## config.mk

```make
export PLATFORM = sky130hd
export DESIGN_NAME = codec_cfg_seq
export DESIGN_NICKNAME = d
export VERILOG_FILES = /design/src/rtl/codec_cfg_pkg.sv /design/src/rtl/codec_cfg_rom.sv /design/src/rtl/codec_cfg_seq.sv
export SDC_FILE = /design/constraint.sdc
export NUM_CORES = 1
export LEC_CHECK = 0
export ABC_AREA = 1
export BUFFER_PORTS_ARGS = -buffer_cell sky130_fd_sc_hd__buf_2
export CORE_UTILIZATION = 39
export CTS_BUF_LIST = sky130_fd_sc_hd__clkbuf_4
export CTS_CLUSTER_DIAMETER = 100
export DETAILED_ROUTE_END_ITERATION = 10
export PLACE_DENSITY = 0.69
export SLEW_MARGIN = 20
export SYNTH_ARGS = -nofsm -noshare
export SYNTH_HDL_FRONTEND = slang
export SYNTH_HIERARCHICAL = 1
export SYNTH_SLANG_ARGS = --single-unit
```

## constraint.sdc

```tcl
create_clock -name clk -period 1.5 [get_ports clk]
set_input_delay 0.15 -clock clk [delete_from_list [all_inputs] [get_ports clk]]
set_output_delay 0.15 -clock clk [all_outputs]
set_load 0.01 [all_outputs]
```

## src/rtl/codec_cfg_pkg.sv

```systemverilog
// codec_cfg_pkg: shared FSM states, WM8978 register table and word-length encoding
// for the codec configuration sequencer.
package codec_cfg_pkg;

    typedef enum logic [2:0] {S_WAIT, S_ISSUE, S_WAIT_DONE, S_IDLE, S_ERR} state_t;

    localparam int TBL_LEN   = 19;
    localparam int VOL_FIRST = 15;
    localparam int VOL_LAST  = 18;

    localparam logic [6:0] REG_ADDR [TBL_LEN] = '{
        7'd0, 7'd1, 7'd2, 7'd3, 7'd4, 7'd6, 7'd7, 7'd10, 7'd14, 7'd43,
        7'd47, 7'd48, 7'd49, 7'd50, 7'd51, 7'd52, 7'd53, 7'd54, 7'd55
    };

    // Entries 4 and 15..18 are built at run time from wl and the volume registers.
    localparam logic [8:0] REG_DATA [TBL_LEN] = '{
        9'h001, 9'h1BF, 9'h1BF, 9'h06F, 9'h000, 9'h001, 9'h000, 9'h008, 9'h108, 9'h010,
        9'h100, 9'h100, 9'h002, 9'h001, 9'h001, 9'h000, 9'h000, 9'h000, 9'h000
    };

    function automatic logic [1:0] wl_enc(input int wl);
        return wl == 16 ? 2'd0 : wl == 20 ? 2'd1 : wl == 24 ? 2'd2 : wl == 32 ? 2'd3 : 2'd0;
    endfunction

endpackage

```

## src/rtl/codec_cfg_rom.sv

```systemverilog
// codec_cfg_rom: combinational table index -> {register address, register data} word.
module codec_cfg_rom
    import codec_cfg_pkg::*;
#(
    parameter int ADDR_W = 7,
    parameter int DATA_W = 9
) (
    input  logic [4:0]  idx_i,
    input  logic [1:0]  wl_i,
    input  logic [5:0]  phone_vol_i,
    input  logic [5:0]  speak_vol_i,
    output logic [15:0] word_o
);

    logic [6:0] addr;
    logic [8:0] data;

    // Odd volume registers carry the update bit so left/right latch together.
    always_comb begin
        addr   = idx_i < 5'(TBL_LEN) ? REG_ADDR[idx_i] : 7'd0;
        data   = idx_i == 5'd4  ? {2'b00, wl_i, 5'b10000} :
                 idx_i == 5'd15 ? {3'b010, phone_vol_i} :
                 idx_i == 5'd16 ? {3'b110, phone_vol_i} :
                 idx_i == 5'd17 ? {3'b010, speak_vol_i} :
                 idx_i == 5'd18 ? {3'b110, speak_vol_i} :
                 idx_i < 5'(TBL_LEN) ? REG_DATA[idx_i] : 9'd0;
        word_o = {ADDR_W'(addr), DATA_W'(data)};
    end

endmodule

```

## src/rtl/codec_cfg_seq.sv

```systemverilog
// codec_cfg_seq: WM8978 register-table sequencer with NACK retry and run-time volume rewrite.
// Optional CFG_TIMEOUT_EN adds a WAIT_DONE watchdog that treats a missing i2c_done as a NACK.
module codec_cfg_seq
    import codec_cfg_pkg::*;
#(
    parameter int ADDR_W        = 7,
    parameter int DATA_W        = 9,
    parameter int WL            = 32,
    parameter int START_DLY     = 255,
    parameter int MAX_RETRY     = 3,
    parameter int PHONE_VOL_DEF = 30,
    parameter int SPEAK_VOL_DEF = 45
`ifdef CFG_TIMEOUT_EN
    ,
    parameter int TIMEOUT       = 1000
`endif
) (
    input  logic        clk,
    input  logic        sys_rst,
    input  logic        i2c_done,
    input  logic        i2c_nack,
    input  logic        vol_upd_req,
    input  logic [5:0]  phone_vol,
    input  logic [5:0]  speak_vol,
    output logic        i2c_exec,
    output logic [15:0] i2c_data,
    output logic        cfg_done,
    output logic        cfg_err,
    output logic        busy,
    output logic        vol_upd_ack
);

    state_t      state_q;
    logic [4:0]  idx_q;
    logic [2:0]  retry_q;
    logic [15:0] dly_q;
    logic [5:0]  phone_q;
    logic [5:0]  speak_q;
    logic [15:0] data_q;
    logic [15:0] word;
    logic        exec_q;
    logic        cfg_done_q;
    logic        cfg_err_q;
    logic        busy_q;
    logic        ack_q;
    logic        done_ev;
    logic        nack_ev;

    codec_cfg_rom #(.ADDR_W(ADDR_W), .DATA_W(DATA_W)) u_rom (
        .idx_i       (idx_q),
        .wl_i        (wl_enc(WL)),
        .phone_vol_i (phone_q),
        .speak_vol_i (speak_q),
        .word_o      (word)
    );

`ifdef CFG_TIMEOUT_EN
    logic [15:0] wd_q;
    assign done_ev = i2c_done || wd_q == 16'(TIMEOUT - 1);
    assign nack_ev = i2c_nack || !i2c_done;
`else
    assign done_ev = i2c_done;
    assign nack_ev = i2c_nack;
`endif

    always_ff @(posedge clk or negedge sys_rst) begin
        if (!sys_rst) begin
            state_q    <= S_WAIT;
            idx_q      <= 5'd0;
            retry_q    <= 3'd0;
            dly_q      <= 16'd0;
            phone_q    <= 6'(PHONE_VOL_DEF);
            speak_q    <= 6'(SPEAK_VOL_DEF);
            data_q     <= 16'd0;
            exec_q     <= 1'b0;
            cfg_done_q <= 1'b0;
            cfg_err_q  <= 1'b0;
            busy_q     <= 1'b0;
            ack_q      <= 1'b0;
`ifdef CFG_TIMEOUT_EN
            wd_q       <= 16'd0;
`endif
        end else begin
            exec_q <= 1'b0;
            ack_q  <= 1'b0;
            case (state_q)
                S_WAIT: begin
                    busy_q <= 1'b1;
                    dly_q  <= dly_q + 16'd1;
                    if (dly_q == 16'(START_DLY - 1)) state_q <= S_ISSUE;
                end
                S_ISSUE: begin
                    data_q  <= word;
                    exec_q  <= 1'b1;
                    state_q <= S_WAIT_DONE;
`ifdef CFG_TIMEOUT_EN
                    wd_q    <= 16'd0;
`endif
                end
                S_WAIT_DONE: begin
                    if (done_ev && !nack_ev) begin
                        retry_q <= 3'd0;
                        if (idx_q == 5'(VOL_LAST)) begin
                            state_q    <= S_IDLE;
                            busy_q     <= 1'b0;
                            cfg_done_q <= 1'b1;
                            // Only a pass started from IDLE (a volume rewrite) is acknowledged.
                            ack_q      <= cfg_done_q;
                        end else begin
                            idx_q   <= idx_q + 5'd1;
                            state_q <= S_ISSUE;
                        end
                    end else if (done_ev && retry_q == 3'(MAX_RETRY)) begin
                        state_q   <= S_ERR;
                        cfg_err_q <= 1'b1;
                        busy_q    <= 1'b0;
                    end else if (done_ev) begin
                        retry_q <= retry_q + 3'd1;
                        state_q <= S_ISSUE;
                    end
`ifdef CFG_TIMEOUT_EN
                    wd_q <= wd_q + 16'd1;
`endif
                end
                S_IDLE: begin
                    if (vol_upd_req) begin
                        phone_q <= phone_vol;
                        speak_q <= speak_vol;
                        idx_q   <= 5'(VOL_FIRST);
                        busy_q  <= 1'b1;
                        state_q <= S_ISSUE;
                    end
                end
                default: ;
            endcase
        end
    end

    assign i2c_exec    = exec_q;
    assign i2c_data    = data_q;
    assign cfg_done    = cfg_done_q;
    assign cfg_err     = cfg_err_q;
    assign busy        = busy_q;
    assign vol_upd_ack = ack_q;

endmodule

```

==> results of run 1 <==
## what timing repair did
item	in CTS	in global routing
gates resized for setup	11	49
hold buffers	14	0
pin swaps	2	15
hold endpoints to repair	67	0
setup buffers	3	3
cloned	0	1
setup endpoints to repair	8	28
## power groups by stage
| stage | clock [mW] | sequential [mW] | combinational (mW) |
|---|---|---|---|
| floorplan | 0 | 1.65 | 0.0145 |
| global placement | 0 | 1.65 | 0.0770 |
| detailed placement | 0 | 1.65 | 0.0797 |
| CTS | 1.01 | 1.62 | 0.107 |
| global route | 1.07 | 1.62 | 0.120 |
| finish | 0.976 | 1.62 | 0.105 |
## worst max-delay path, cell delays in order, from the launching register on
cell,delay [ns]
dfrtp_2,0.44
inv_4,0.08
ha_4,0.30
nand2_1,0.08
a21oi_1,0.17
nand2_1,0.12
nand3_2,0.09
nand2_1,0.05
inv_1,0.05
nand2_1,0.04
nand2_1,0.06
## kinds of logic (layout without fill, tap and decap cells)
family                     after synthesis  in the layout  share of synthesized area [%]
adders and majority gates               13             13                           4.56
DFF                                     60             60                           42.4
AOI/OAI and AO/OA                       37             37                           5.61
buffers and inverters                   63            149                           8.21
other                                    2              3                          0.211
and+or+nand+nor                        291            292                           36.6
xor gates and xnor gates                10             10                           2.46
## cell usage after synthesis
master	count	area, um^2
nor2_2	4	25.0
o21ai_1	7	35.0
o211ai_1	5	37.5
and2_1	1	6.26
inv_6	1	8.76
or2_2	1	6.26
nand3b_1	2	15.0
o21a_1	1	7.51
nor2_1	42	158
nor3_4	1	16.3
nor3b_1	3	22.5
nand4_1	2	12.5
inv_1	45	169
nand3_2	5	50.1
xor2_1	4	35.0
buf_6	5	56.3
nor2_4	5	56.3
o21ai_0	14	70.1
nor3_1	2	10.0
dfrtp_1	52	1300
ha_1	13	163
nand3_1	29	145
nand2_4	3	33.8
conb_1	2	7.51
nand2_1	184	691
buf_2	2	10.0
nand3b_4	1	20.0
buf_4	1	7.51
inv_4	3	18.8
inv_2	5	18.8
a21oi_1	10	50.1
dfstp_2	8	210
clkbuf_1	1	3.75
xnor2_1	6	52.6
nand2_2	6	37.5
## path summary, 6_finish.rpt
path / slack [ns] / endpoint / cells after the start / from
setup / recovery: -0.05 / i2c_data[0]$_DFFE_PN0P_ / 10 / idx_q[0]$_DFFE_PN0P_
hold / removal: 0.07 / phone_q[1]$_DFFE_PN1P_ / 3 / vol_upd_req
setup reg to reg: -0.05 / i2c_data[0]$_DFFE_PN0P_ / 10 / idx_q[0]$_DFFE_PN0P_
hold reg to reg: 0.47 / speak_q[0]$_DFFE_PN1P_ / 2 / speak_q[0]$_DFFE_PN1P_
max in group asynchronous: 0.73 / idx_q[1]$_DFFE_PN0P_ / 3 / sys_rst
min in group asynchronous: 0.23 / i2c_data[10]$_DFFE_PN0P_ / 3 / sys_rst
## per-stage QoR
stage	area, um^2	power, mW	TNS, ns	hold slack (ns)
global route	4510	2.81	-0.497	0.0773
finish	4510	2.70	-0.0479	0.0731
global placement	3990	1.73	-0.0321	0.147
CTS	4290	2.74	0	0.0555
floorplan	3570	1.67	0	-0.146
detailed placement	3990	1.73	-0.402	0.154
## metal layers
metal,wire (um),vias up,part of all wire [%]
met1,3970,1499,47
met3,296,17,3.5
met5,0,-,0
met4,269,0,3.2
met2,3940,69,46
li1,-,1644,-
## final cells by class
type | instances | area, um^2
Sequential cell | 60 | 1520
Tap cell | 108 | 135
Fill cell | 832 | 4300
Clock buffer | 12 | 90.1
Multi-Input combinational cell | 355 | 1950
Inverter | 54 | 223
Clock inverter | 4 | 18.8
Timing Repair Buffer | 79 | 576
## state kept, by name, summed over array words and instances (netlist names)
signal and count:
speak_q 6, busy 1, state_q 3, cfg_err 1, cfg_done 1, vol_upd_ack 1, phone_q 6, i2c_data 16
i2c_exec 1, idx_q 5, retry_q 3, dly_q 16
==> summary.md, run 1 <==
| Metric | Value |
|---|---|
| Status | finished with violations |
| Failing checks | DRC, setup timing |
| Gr usage total | 17.7% |
| Sequential-to-total area share from yosys stat | 42.4% |
| First-pass detailed-route iteration total | 7 |
| Drt wl/cell | 12.6 um |
| I/O Buffers | 37 |
| Root Buffer | clkbuf_4 |
| Util after Layout | 51.2% |
| Detailed-route via count | 3229 |
| RSZ-0062 raised after global routing | yes |
| # diodes | 0 |
| Final worst slack | -0.0479 ns |
| Commonest non-fill, non-tap cell in the layout | nand2_1 |
| Critical setup path kind | flop to flop |
| Cell row count | 34 |
| Largest net degree at the start of global routing | 43 |
| Layout Nets | 589 |
| Clock Tree Buf Depth | 2 |
| Hold Vio Cnt, Final | 0 |
| GPL Wtd Cong | 0.886 |
| Worst vdd ir | 0.312 mV |
| Final period utilization | 103% |
| Required time of the critical path | 1.85 ns |
| Pwr dens | 599 nW/um^2 |
| Yosys reg bits | 60 |
| Cells after Synth | 476 |
| WP data arrival | 1.90 ns |
| Insertion delay to the later sink of the worst-skew pair | 0.42 ns |
| # IOs | 38 |
| Vias in the first global route | 3013 |
| Met2 Track Usage GR | 27.7% |
| Clock share of power | 36.1% |
| # clock sinks | 60 |
| Placed Cells | 635 |
| Slew margin rel. | 64.1% |
| Setup crit start kind | flop |
| CTS tree | built |
| Share of cells above drive strength 1 | 29.3% |
| Die Ht | 97.6 um |
| Reg power frac | 60.0% |
| Skew final | 0.0146 ns |
| Final setup fails | 1 |
| Worst-path clk slew | 0.10 ns |
| Crit. End Element | flop |
| Synth cell types | 35 |
| Sw Share | 24.1% |
| Global-route wire length before repair | 13600 um |
| Residual DRC | 2 |
| Mean Syn Cell Area | 7.49 um^2 |
| Post-layout min period | 1.55 ns |
| Comb power frac | 3.9% |
| Met3 GRT Util | 3.02% |
| Core Area | 8810 um^2 |
| Max-Cap Viols | 0 |
| Num CTS Buffers | 9 |
| Initial Util | 40.5% |
| Total congestion overflow | 0 |
| GR peak layer | met2 |
| Worst slew pin tran | 0.539 ns |
| Die W | 97.6 um |
| Synthesized area | 3570 um^2 |
| Synth-to-Final Area Change | 26.4% |
| Die ar. | 9530 um^2 |
| Grt met1 use | 23.2% |
| Max Clock Freq | 0.646 GHz |
| Cell-internal power | 2.05 mW |
| HPWL Detailed | 5710 um |
| Final ANT Viol Nets | 0 |
| Hold Path Class | input port to flop |
| Non-Filler Instances | 672 |
| 1st-iter DRT viols | 163 |
| Drt total wl | 8480 um |
| Ys Warns | 6 |
| Commonest non-fill, non-tap cells in the layout | nand2_1 (172), dfrtp_1 (49), inv_1 (39) |
| Vias/cell | 4.81 |
| Sw Pwr | 0.651 mW |
| CTS H-tree lvls | 3 |
| Lkg Pwr | 2.42 nW |
| Worst-path fanout max | 4 |
| Worst slack, placed | -0.0809 ns |
| Slew Limit Fails | 0 |
| Initial antenna violation count | 0 |
Note: power is estimated with default switching activity, not from simulation.
==> inputs of run 2 (changes only) <==
--- a/config.mk
+++ b/config.mk
@@ -12,6 +12,7 @@
 export CTS_CLUSTER_DIAMETER = 100
 export DETAILED_ROUTE_END_ITERATION = 10
 export PLACE_DENSITY = 0.69
+export RECOVER_POWER = 50
 export SLEW_MARGIN = 20
 export SYNTH_ARGS = -nofsm -noshare
 export SYNTH_HDL_FRONTEND = slang
==> run 2 against run 1 <==
The flow still finishes with violations (DRC, setup timing). Routed wire length is essentially flat. Total power shrank 0.17%. Sequential cell count unchanged. Sequential share of layout area up 0.084 points. Die area is the same. Core utilization fell by 0.13 points. Largest cell class unchanged.
==> summary.md, run 2 (synthesis gave the netlist of run 1 again) <==
| Metric | Value |
|---|---|
| Worst-path clk slew | 0.10 ns (about the same) |
| Final worst slack | -0.0486 ns (-0.000673 ns) |
| Cell row count | 34 (unchanged) |
| Post-layout min period | 1.55 ns (+0.000673 ns) |
| Final ANT Viol Nets | 0 (unchanged) |
| Gr usage total | 17.7% (unchanged) |
| Worst vdd ir | 0.312 mV (about the same) |
| Drt wl/cell | 12.6 um (about the same) |
| Lkg Pwr | 2.40 nW (-1.2%) |
| Hold Path Class | input port to flop |
| Drt total wl | 8480 um (about the same) |
| Clock Tree Buf Depth | 2 (unchanged) |
| 1st-iter DRT viols | 154 (-5.5%) |
| Critical setup path kind | flop to flop |
| Worst-path fanout max | 4 (unchanged) |
| Pwr dens | 600 nW/um^2 (about the same) |
| Die Ht | 97.6 um (unchanged) |
| Max Clock Freq | 0.646 GHz (about the same) |
| Setup crit start kind | flop |
| Root Buffer | clkbuf_4 |
| CP Cell Sequence | inv_4, ha_4, nand2_1, a21oi_1, nand2_1, nand3_2, nand2_1, inv_1, nand2_1, nand2_1 |
| Fillers | 832 (unchanged) |
| Vias in the first global route | 3013 (unchanged) |
| GPL Wtd Cong | 0.886 (unchanged) |
| Final Cell Area | 4500 um^2 (-0.25%) |
| Crit-path slowest cell | dfrtp_2 |
| Commonest non-fill, non-tap cell in the layout | nand2_1 |
| Die ar. | 9530 um^2 (unchanged) |
| CTS H-tree lvls | 3 (unchanged) |
| Num CTS Buffers | 9 (unchanged) |
| Slew margin rel. | 34.7% (-29 points) |
| Detailed-route via count | 3243 (+0.43%) |
| Synth-to-Final Area Change | 26.1% |
| I/O Buffers | 37 (unchanged) |
| HPWL Detailed | 5710 um (unchanged) |
| Util after Layout | 51.1% (-0.13 points) |
| # diodes | 0 (unchanged) |
| Final period utilization | 103% (about the same) |
| Initial antenna violation count | 0 (unchanged) |
| Vias/cell | 4.83 (+0.43%) |
| First-pass detailed-route iteration total | 7 (unchanged) |
| Worst slack, placed | -0.0809 ns (unchanged) |
| Insertion delay to the later sink of the worst-skew pair | 0.42 ns (about the same) |
| Max-Cap Viols | 0 (unchanged) |
| Global-route wire length before repair | 13600 um (unchanged) |
| RSZ-0062 raised after global routing | yes |
| Initial Util | 40.5% (unchanged) |
| Slew Limit Fails | 0 (unchanged) |
| Core Area | 8810 um^2 (unchanged) |
| Die W | 97.6 um (unchanged) |
| Total congestion overflow | 0 (unchanged) |
| Share of cells above drive strength 1 | 28.0% (-1.2 points) |
| WP data arrival | 1.90 ns (about the same) |
| Worst slew pin tran | 0.980 ns (+0.441 ns) |
| Layout Nets | 589 (unchanged) |
| CTS tree | built |
| Residual DRC | 2 (unchanged) |
| Required time of the critical path | 1.85 ns (about the same) |
| Skew final | 0.0146 ns (-0.0000171 ns) |
| # IOs | 38 (unchanged) |
| Placed inst area | 3990 um^2 (unchanged) |
| Failing checks | DRC, setup timing |
| CP peak stage delay | 0.44 ns (about the same) |
| Final setup fails | 1 (unchanged) |
| Status | finished with violations |
| Largest net degree at the start of global routing | 43 (unchanged) |
| Cell mode on critical path | nand2_1 |
| Commonest non-fill, non-tap cells in the layout | nand2_1 (172), dfrtp_1 (49), inv_1 (39) |
| # clock sinks | 60 (unchanged) |
| Hold Vio Cnt, Final | 0 (unchanged) |
| Crit. End Element | flop |
-- run 2: cell count changes in the layout (fill, tap and decap cells not counted), sizes merged --
cell    before  now
buf         65   58
clkbuf      12   19
-- run 2: stage by stage --
| stage | TNS (ns) | hold slack [ns] | total power [mW] | std cells |
|---|---|---|---|---|
| after CTS | 0 | 0.0555 | 2.74 | 668 |
| after detailed placement | -0.402 | 0.154 | 1.73 | 635 |
| after global routing | -0.497 | 0.0773 | 2.81 | 672 |
| after floorplan | 0 | -0.146 | 1.67 | 477 |
| final | -0.0486 | 0.0731 | 2.70 | 672 |
| after global placement | -0.0321 | 0.147 | 1.73 | 635 |
-- run 2: final timing paths --
kind                                         from                      end  slack, ns  cells after the start
min in group asynchronous                 sys_rst     dly_q[7]$_DFFE_PN0P_       0.37                      3
hold reg to reg            speak_q[0]$_DFFE_PN1P_   speak_q[0]$_DFFE_PN1P_       0.47                      2
setup reg to reg             idx_q[0]$_DFFE_PN0P_  i2c_data[0]$_DFFE_PN0P_      -0.05                     10
setup / recovery             idx_q[0]$_DFFE_PN0P_  i2c_data[0]$_DFFE_PN0P_      -0.05                     10
hold / removal                        vol_upd_req   phone_q[1]$_DFFE_PN1P_       0.07                      3
max in group asynchronous                 sys_rst  i2c_data[1]$_DFFE_PN0P_       0.36                      3
-- run 2: power by group --
| part | internal, mW | switching (mW) | total [mW] |
|---|---|---|---|
| clock | 0.384 | 0.590 | 0.974 |
| sequential | 1.62 | 0.00125 | 1.62 |
| combinational | 0.0457 | 0.0573 | 0.103 |
| total | 2.05 | 0.649 | 2.70 |
-- run 2: routing by layer --
metal	global-route usage [%]	up-vias	part of all wire, %
met3	3.02	17	3.0
li1	-	1647	-
met2	27.7	61	47
met5	0	-	0
met1	23.2	1518	47
met4	10.0	0	3.2
-- run 2: layout make-up --
type / instances / area [um^2] / share of cell area (%)
tap: 108 / 135 / 3.00
timing repair buffer: 79 / 564 / 12.5
multi-input combinational: 355 / 1950 / 43.4
clock buffer: 12 / 90.1 / 2.00
inverter: 54 / 223 / 4.95
sequential: 60 / 1520 / 33.7
clock inverter: 4 / 18.8 / 0.417
-- run 2: what timing repair did --
item                                    in CTS  in global routing
pin swaps                                    2                 15
gates resized for setup                     11                 49
gates cloned                                 0                  1
endpoints found under the setup margin       8                 28
hold buffers                                14                  0
buffers inserted                             3                  3
endpoints found under the hold margin       67                  0
-- run 2: worst max-delay path, delay by kind of cell (launching register included) --
family	cells	cell delay, ns
compound gates	1	0.17
fa+ha+maj	1	0.30
simple gates	6	0.44
flops	1	0.44
buf+inv	2	0.13
